**src/rtl/nbit_deshifter_if.sv**
```systemverilog
// Parallel-side bundle of the serial receiver: serial input, clear, and the held
// output word with its valid/ready handshake, overrun, bit count and parity status.
interface nbit_deshifter_if #(
   parameter int n = 16
);
   localparam int CW = $clog2(n + 1);

   logic          shift_ena;
   logic          sin;
   logic          clear;
   logic          ready;
   logic [n-1:0]  outp;
   logic          valid;
   logic          overrun;
   logic [CW-1:0] bit_cnt;
   logic          perr;

   modport master (
      output shift_ena, sin, clear, ready,
      input  outp, valid, overrun, bit_cnt, perr
   );

   modport slave (
      input  shift_ena, sin, clear, ready,
      output outp, valid, overrun, bit_cnt, perr
   );
endinterface

```
**src/rtl/nbit_deshifter.sv**
```systemverilog
// Serial-in/parallel-out receiver, MSB first, with held output, valid/ready and sticky overrun.
// Define PARITY_CHECK_EN to expect an even-parity bit after each word (adds the PARITY state).
module nbit_deshifter #(
   parameter int n = 16
) (
   input logic            clock,
   input logic            reset,
   nbit_deshifter_if.slave bus
);
   localparam int            CW   = $clog2(n + 1);
   localparam logic [CW-1:0] LAST = CW'(n - 1);

   logic [n-1:0]  outp_q, outp_d;
   logic [CW-1:0] cnt_q, cnt_d;
   logic          valid_q, valid_d;
   logic          ovr_q, ovr_d;
   logic          deliver;
   logic [n-1:0]  del_data;

`ifdef PARITY_CHECK_EN
   typedef enum logic {RECV, PARITY} state_e;
   state_e       state_q, state_d;
   logic [n-1:0] shreg_q, shreg_d;
   logic         perr_q, perr_d;

   always_ff @(posedge clock) begin
      if (!reset) state_q <= RECV;
      else        state_q <= state_d;
   end

   always_comb begin
      state_d = state_q;
      if (bus.clear)
         state_d = RECV;
      else if (bus.shift_ena) begin
         if (state_q == PARITY)  state_d = RECV;
         else if (cnt_q == LAST) state_d = PARITY;
      end
   end

   // In PARITY the complete word waits in shreg for its parity bit.
   always_comb begin
      shreg_d  = shreg_q;
      cnt_d    = cnt_q;
      perr_d   = perr_q;
      deliver  = 1'b0;
      del_data = shreg_q;
      if (bus.clear) begin
         shreg_d = '0;
         cnt_d   = '0;
      end else if (bus.shift_ena) begin
         if (state_q == PARITY) begin
            deliver = 1'b1;
            perr_d  = (^shreg_q) ^ bus.sin;
            shreg_d = '0;
         end else begin
            shreg_d = {shreg_q[n-2:0], bus.sin};
            cnt_d   = (cnt_q == LAST) ? '0 : cnt_q + CW'(1);
         end
      end
   end

   always_ff @(posedge clock) begin
      if (!reset) begin
         shreg_q <= '0;
         perr_q  <= 1'b0;
      end else begin
         shreg_q <= shreg_d;
         perr_q  <= perr_d;
      end
   end

   assign bus.perr = perr_q;
`else
   // Only n-1 bits need storing; the last bit goes straight from sin to outp.
   logic [n-2:0] shreg_q, shreg_d;

   always_comb begin
      shreg_d  = shreg_q;
      cnt_d    = cnt_q;
      deliver  = 1'b0;
      del_data = {shreg_q, bus.sin};
      if (bus.clear) begin
         shreg_d = '0;
         cnt_d   = '0;
      end else if (bus.shift_ena) begin
         if (cnt_q == LAST) begin
            deliver = 1'b1;
            shreg_d = '0;
            cnt_d   = '0;
         end else begin
            shreg_d = del_data[n-2:0];
            cnt_d   = cnt_q + CW'(1);
         end
      end
   end

   always_ff @(posedge clock) begin
      if (!reset) shreg_q <= '0;
      else        shreg_q <= shreg_d;
   end

   assign bus.perr = 1'b0;
`endif

   // A completing word wins over a consume on the same edge and keeps valid high.
   always_comb begin
      outp_d  = outp_q;
      valid_d = valid_q;
      ovr_d   = ovr_q;
      if (bus.clear)
         ovr_d = 1'b0;
      else if (deliver) begin
         outp_d  = del_data;
         valid_d = 1'b1;
         if (valid_q && !bus.ready) ovr_d = 1'b1;
      end else if (valid_q && bus.ready)
         valid_d = 1'b0;
   end

   always_ff @(posedge clock) begin
      if (!reset) begin
         outp_q  <= '0;
         cnt_q   <= '0;
         valid_q <= 1'b0;
         ovr_q   <= 1'b0;
      end else begin
         outp_q  <= outp_d;
         cnt_q   <= cnt_d;
         valid_q <= valid_d;
         ovr_q   <= ovr_d;
      end
   end

   assign bus.outp    = outp_q;
   assign bus.valid   = valid_q;
   assign bus.overrun = ovr_q;
   assign bus.bit_cnt = cnt_q;
endmodule

```
**src/flat_wrapper.sv**
```systemverilog
// flat-port wrapper written by rule: the top's interface ports become plain ports
module nbit_deshifter_flat 
#(
   parameter int n = 16
)
  (clock, reset, bus_shift_ena, bus_sin, bus_clear, bus_ready, bus_outp, bus_valid, bus_overrun, bus_bit_cnt, bus_perr);
  nbit_deshifter_if #(.n(n)) bus_i ();
  input logic clock;
  input logic reset;
  input wire logic [$bits(bus_i.shift_ena)-1:0] bus_shift_ena;
  input wire logic [$bits(bus_i.sin)-1:0] bus_sin;
  input wire logic [$bits(bus_i.clear)-1:0] bus_clear;
  input wire logic [$bits(bus_i.ready)-1:0] bus_ready;
  output wire logic [$bits(bus_i.outp)-1:0] bus_outp;
  output wire logic [$bits(bus_i.valid)-1:0] bus_valid;
  output wire logic [$bits(bus_i.overrun)-1:0] bus_overrun;
  output wire logic [$bits(bus_i.bit_cnt)-1:0] bus_bit_cnt;
  output wire logic [$bits(bus_i.perr)-1:0] bus_perr;
  assign bus_i.shift_ena = bus_shift_ena;
  assign bus_i.sin = bus_sin;
  assign bus_i.clear = bus_clear;
  assign bus_i.ready = bus_ready;
  assign bus_outp = bus_i.outp;
  assign bus_valid = bus_i.valid;
  assign bus_overrun = bus_i.overrun;
  assign bus_bit_cnt = bus_i.bit_cnt;
  assign bus_perr = bus_i.perr;
  nbit_deshifter #(.n(n)) u_core (.clock(clock), .reset(reset), .bus(bus_i));
endmodule
```
**config.mk**
```make
export PLATFORM = sky130hd
export DESIGN_NAME = nbit_deshifter_flat
export DESIGN_NICKNAME = d
export VERILOG_FILES = /design/src/rtl/nbit_deshifter_if.sv /design/src/rtl/nbit_deshifter.sv /design/src/flat_wrapper.sv
export SDC_FILE = /design/constraint.sdc
export NUM_CORES = 1
export LEC_CHECK = 0
export CORE_MARGIN = 2
export CORE_UTILIZATION = 54
export CTS_BUF_LIST = sky130_fd_sc_hd__clkbuf_16
export DETAILED_ROUTE_END_ITERATION = 10
export PLACE_DENSITY = 0.83
export SYNTH_ARGS = -nofsm -noshare
export SYNTH_HDL_FRONTEND = slang
export SYNTH_SLANG_ARGS = --single-unit
```
**constraint.sdc**
```tcl
create_clock -name clock -period 3.15 [get_ports clock]
set_input_delay 0.63 -clock clock [delete_from_list [all_inputs] [get_ports clock]]
set_output_delay 0.63 -clock clock [all_outputs]
set_load 0.02 [all_outputs]
```
### Word level (Yosys, flattened, before mapping)

Index checks and enable logic that the tools add are counted.
Widths: inputs -> output; s select.

* $add $sub $neg: 1
* equality and inequality tests: 1
* multiplexer cells: 7
* bitwise gates (word level): 2
* reduce and logical (&&, ||, !) cells: 8

Operators by type and width (number)
* $mux 15: 1
* $reduce_and 2->1: 3
* $add 5x1->5 const B: 1
* $eq 5x4->1 const B: 1
* $mux 1: 5
* $mux 5: 1
* $logic_and 1x1->1: 2
* $not 1->1: 2
* $reduce_bool 2->1: 1
* $reduce_or 2->1: 1
* $logic_not 1->1: 1

* bits in registers: 38
* bits of input ports: 6
* logic and storage cells: 24

### Longest topological paths before layout

* depth in word-level cells: 6
* mapped depth: 6
* gate-level depth less buffers: 4

### Worst setup path before layout

No wires, ideal clock.

* kind: reg-to-reg
* from: register u_core.cnt_q[0] (netlist: u_core.bus.bit_cnt[0])
* to: register u_core.outp_q[10] (netlist: u_core.bus.outp[10])
* arrival: 1.556 ns
* data required time: 3.078 ns
* setup slack: 1.522 ns
* cell stages (with the launch flop): 7
* buffers on the path: 2
* cell sequence: dfxtp_1 > ha_1 > nand4b_4 > nor3b_2 > buf_6 > buf_12 > mux2i_1

* longest elaborated chain between the ends: 5

RTL lines
* start: declaration: line nbit_deshifter.sv:14 `logic [CW-1:0] cnt_q, cnt_d;`
* start signal: assignment: line nbit_deshifter.sv:129 `cnt_q <= cnt_d;`
* $eq 5x4->1: line nbit_deshifter.sv:87 `if (cnt_q == LAST) begin`
* $mux 1: line nbit_deshifter.sv:87
* $mux 1: line nbit_deshifter.sv:86 `end else if (bus.shift_ena) begin`
* $mux 1: line nbit_deshifter.sv:83 `if (bus.clear) begin`
* $reduce_and 2->1 (no line)
* end signal: assignment: line nbit_deshifter.sv:128 `outp_q <= outp_d;`
* end: declaration: line nbit_deshifter.sv:13 `logic [n-1:0] outp_q, outp_d;`

Every way passes these cells.
A chain may end at the register's enable or synchronous reset.

### Worst setup path after layout

* from: register u_core.cnt_q[3] (netlist: u_core.bus.bit_cnt[3])
* to: output port bus_bit_cnt[3]

RTL lines
* end: declaration: line flat_wrapper.sv:17 `output wire logic [$bits(bus_i.bit_cnt)-1:0] bus_bit_cnt;`

No word-level cell between the ends.

==> flow_summary_export.csv <==
group,metric,value,unit
clocking,cts_setup_buffers,0,
timing,max_slew_margin,0.563,
critical_path,worst_path_max_delay_cell,"clkdlybuf4s50_1",
global_route,grt_start_max_net_pins,35,
timing,report.final.slew_viol_count,0,
layout,n_antenna_cell,0,
worst_hold_path,holdPathStages,2,
yosys,yosysMostFrequentCell,"dfxtp_1",
placed_design,numPortBuffers,28,
route,ant_nets,0,
global_route,antenna_found_initial,0,
placed_design,dp_hpwl,2010,um
critical_path,arrival,1.37,ns
power_and_ir_drop,power_density,507,nW/um2
layout,drive_above_1_share,0.0657,
power_and_ir_drop,finalPower,995,uW
power_and_ir_drop,peakVddDrop,532,uV
clocking,ctsLongestPathBuffers,2,
yosys,async_flop_share,0,
timing,final.min_clock_period,2.00,ns
timing,hold_viol,0,
yosys,yosys-top-cells-area,"dfxtp_1 (49%), mux2i_1 (10%), nand2_1 (8.7%)",
floorplanning,start_util,0.565,
clocking,cts.sinks,38,
status,status,"complete, no violations",
clocking,post_cts_resized,0,
yosys,synth_edf_count,0,
floorplanning,io_pins,30,
yosys,syn-cell-area,1560,um2
critical_path,worstPathMaxFanout,5,
yosys,yosysSeqAreaShare,0.488,
global_route,grt_overflow,0,
critical_path,r2r-end,"u_core.bus.outp[11]",
timing,fin_hold_ws,0.461,ns
floorplanning,core,2760,um2
yosys,ys.flop_type,"dfxtp_1",
critical_path,cp.required,2.52,ns
route,drtIter0Drc,24,
critical_path,rrSetupSlack,1.33,ns
route,vias_per_cell,5.41,
yosys,ys_top_cells_by_count,"dfxtp_1 (38), nand2_1 (36), a21oi_1 (18)",
critical_path,crit_type,"flip-flop to output port",
critical_path,path_depth,1,
yosys,ys_warn_count,0,
critical_path,crit_path_start_kind,"flip-flop",
power_and_ir_drop,cellLeakagePower,0.000651,uW
layout,nNetsFinal,204,
yosys,syn_inst,173,
route,wl,3100,um
clocking,clk_latency,0.28,ns
run,maxCapViolCount,0,
route,vias,1239,
yosys,synth_fp_nets,180,
route,drc,0,
clocking,cts_inserted_buffers,5,
floorplanning,core.rowCount,19,
yosys,yosysTopAreaCellShare,0.488,
floorplanning,die_area,3330,um2
timing,final.setup_skew,0.00213,ns
timing,period_share,0.634,
global_route,grt_pass1_vias,1220,
placed_design,routabilityCongestion,0.769,
timing,setup_tns,0,ns
critical_path,r2r-start,"u_core.bus.bit_cnt[0]",
yosys,synth.avg_cell_area,9.01,um2
timing,setup_viol,0,
yosys,synthDistinctLibCells,25,
critical_path,crit_chain,"clkdlybuf4s50_1",
critical_path,worst_r2r_path_depth,5,
critical_path,cpLargestDelayFamily,"buffers and inverters",
floorplanning,die_h,57.7,um
yosys,synth_top_area_cell,"dfxtp_1",
timing,fmax,0.501,GHz
timing,rsz0062_at_grt,"no",
yosys,ys_ff_latch,38,
worst_hold_path,min_to,"u_core.bus.outp[7]",
clocking,cts_tree,"yes",
critical_path,crit_path_end_kind,"output port",
worst_hold_path,min_path_type,"flip-flop to flip-flop",
worst_hold_path,hold_start,"u_core.bus.outp[7]",
clocking,htreeDepth,2,
global_route,grt_pass1_wl,5330,um
layout,area_delta_synth_final,25.8,%
route,wl_per_cell,13.5,um
clocking,clk_pin_slew,0.05,ns
critical_path,slowest_delay,0.66,ns
floorplanning,die_w,57.7,um
timing,tightestPinTransition,0.654,ns
global_route,grt_use_total,0.214,
route,dr.pass1.iters,4,
critical_path,critPathBufInv,1,
clocking,cts_root_buf,"clkbuf_16",
clocking,cts-hold-fix-buffers,0,
## metrics by stage
step | setup slack [ns] | instance area, um2 | cells | util
detailed placement | 1.05 | 1820 | 221 | 0.660
floorplan | 1.52 | 1560 | 173 | -
global route | 1.11 | 1960 | 229 | 0.711
CTS | 1.14 | 1960 | 229 | 0.711
global placement | 1.16 | 1820 | 221 | 0.660
finish | 1.15 | 1960 | 229 | 0.711
## where the power goes
group	total, uW	internal (uW)	switching [uW]
combinational	35.5	14.0	21.5
clock	476	288	187
sequential	484	482	1.40
## final cells by class
cell class                      instances  area [um2]
Sequential cell                        38         761
Clock buffer                            5         125
Inverter                                3        11.3
Timing Repair Buffer                   31         303
Clock inverter                          3        16.3
Fill cell                             210         796
Multi-Input combinational cell        118         707
Tap cell                               31        38.8
## kinds of logic after synthesis
kind of cell / share of synthesized area
buf+inv: 0.0586
mux: 0.103
simple gates: 0.247
compound gates: 0.0875
other cells: 0.00241
fa+ha+maj: 0.00802
xor+xnor: 0.00562
flops: 0.488
## state kept, by name (all words and copies together) (netlist names)
register	flops
u_core.bus.valid	1
u_core.bus.outp	16
u_core.bus.bit_cnt	5
u_core.bus.overrun	1
u_core.shreg_q	15
## how the worst max path moves through the flow
stage	start	end	slack, ns
2_1_floorplan	u_core.bus.bit_cnt[0]	u_core.bus.outp[10]	1.52
3_3_place_gp	bus_shift_ena	u_core.bus.outp[3]	1.16
3_5_place_dp	bus_shift_ena	u_core.bus.outp[1]	1.05
4_1_cts	u_core.bus.bit_cnt[3]	bus_bit_cnt[3]	1.14
5_1_grt	u_core.bus.bit_cnt[2]	bus_bit_cnt[2]	1.11
6_report	u_core.bus.bit_cnt[3]	bus_bit_cnt[3]	1.15
## metal layers
| metal | vias up | routed length [um] | global-route usage |
|---|---|---|---|
| li1 | 623 | - | - |
| met1 | 577 | 1290 | 0.246 |
| met2 | 30 | 1580 | 0.347 |
| met3 | 9 | 150 | 0.0580 |
| met4 | 0 | 76 | 0.143 |
| met5 | - | 0 | 0 |
## cells in the final DEF (no fill, tap or decap)
master / synthesis / layout
a21boi_0: 1 / 1
a21oi_1: 18 / 18
buf_4: 1 / 3
clkbuf_16: 0 / 5
clkdlybuf4s50_1: 0 / 28
clkinv_1: 0 / 1
clkinv_2: 0 / 1
clkinvlp_4: 0 / 1
conb_1: 1 / 1
dfxtp_1: 38 / 38
ha_1: 1 / 1
inv_1: 3 / 3
mux2i_1: 16 / 16
nand2_1: 36 / 36
nand2b_1: 17 / 17
nand3_1: 16 / 16
nand3b_1: 1 / 1
nand4_1: 1 / 1
nand4b_4: 1 / 1
nor2_1: 2 / 2
nor3b_2: 1 / 1
o2111a_1: 1 / 1
o21a_1: 1 / 1
o311ai_0: 1 / 1
o41a_1: 1 / 1
or2_2: 1 / 1
xnor2_1: 1 / 1
(Power assumes the default switching activity.)
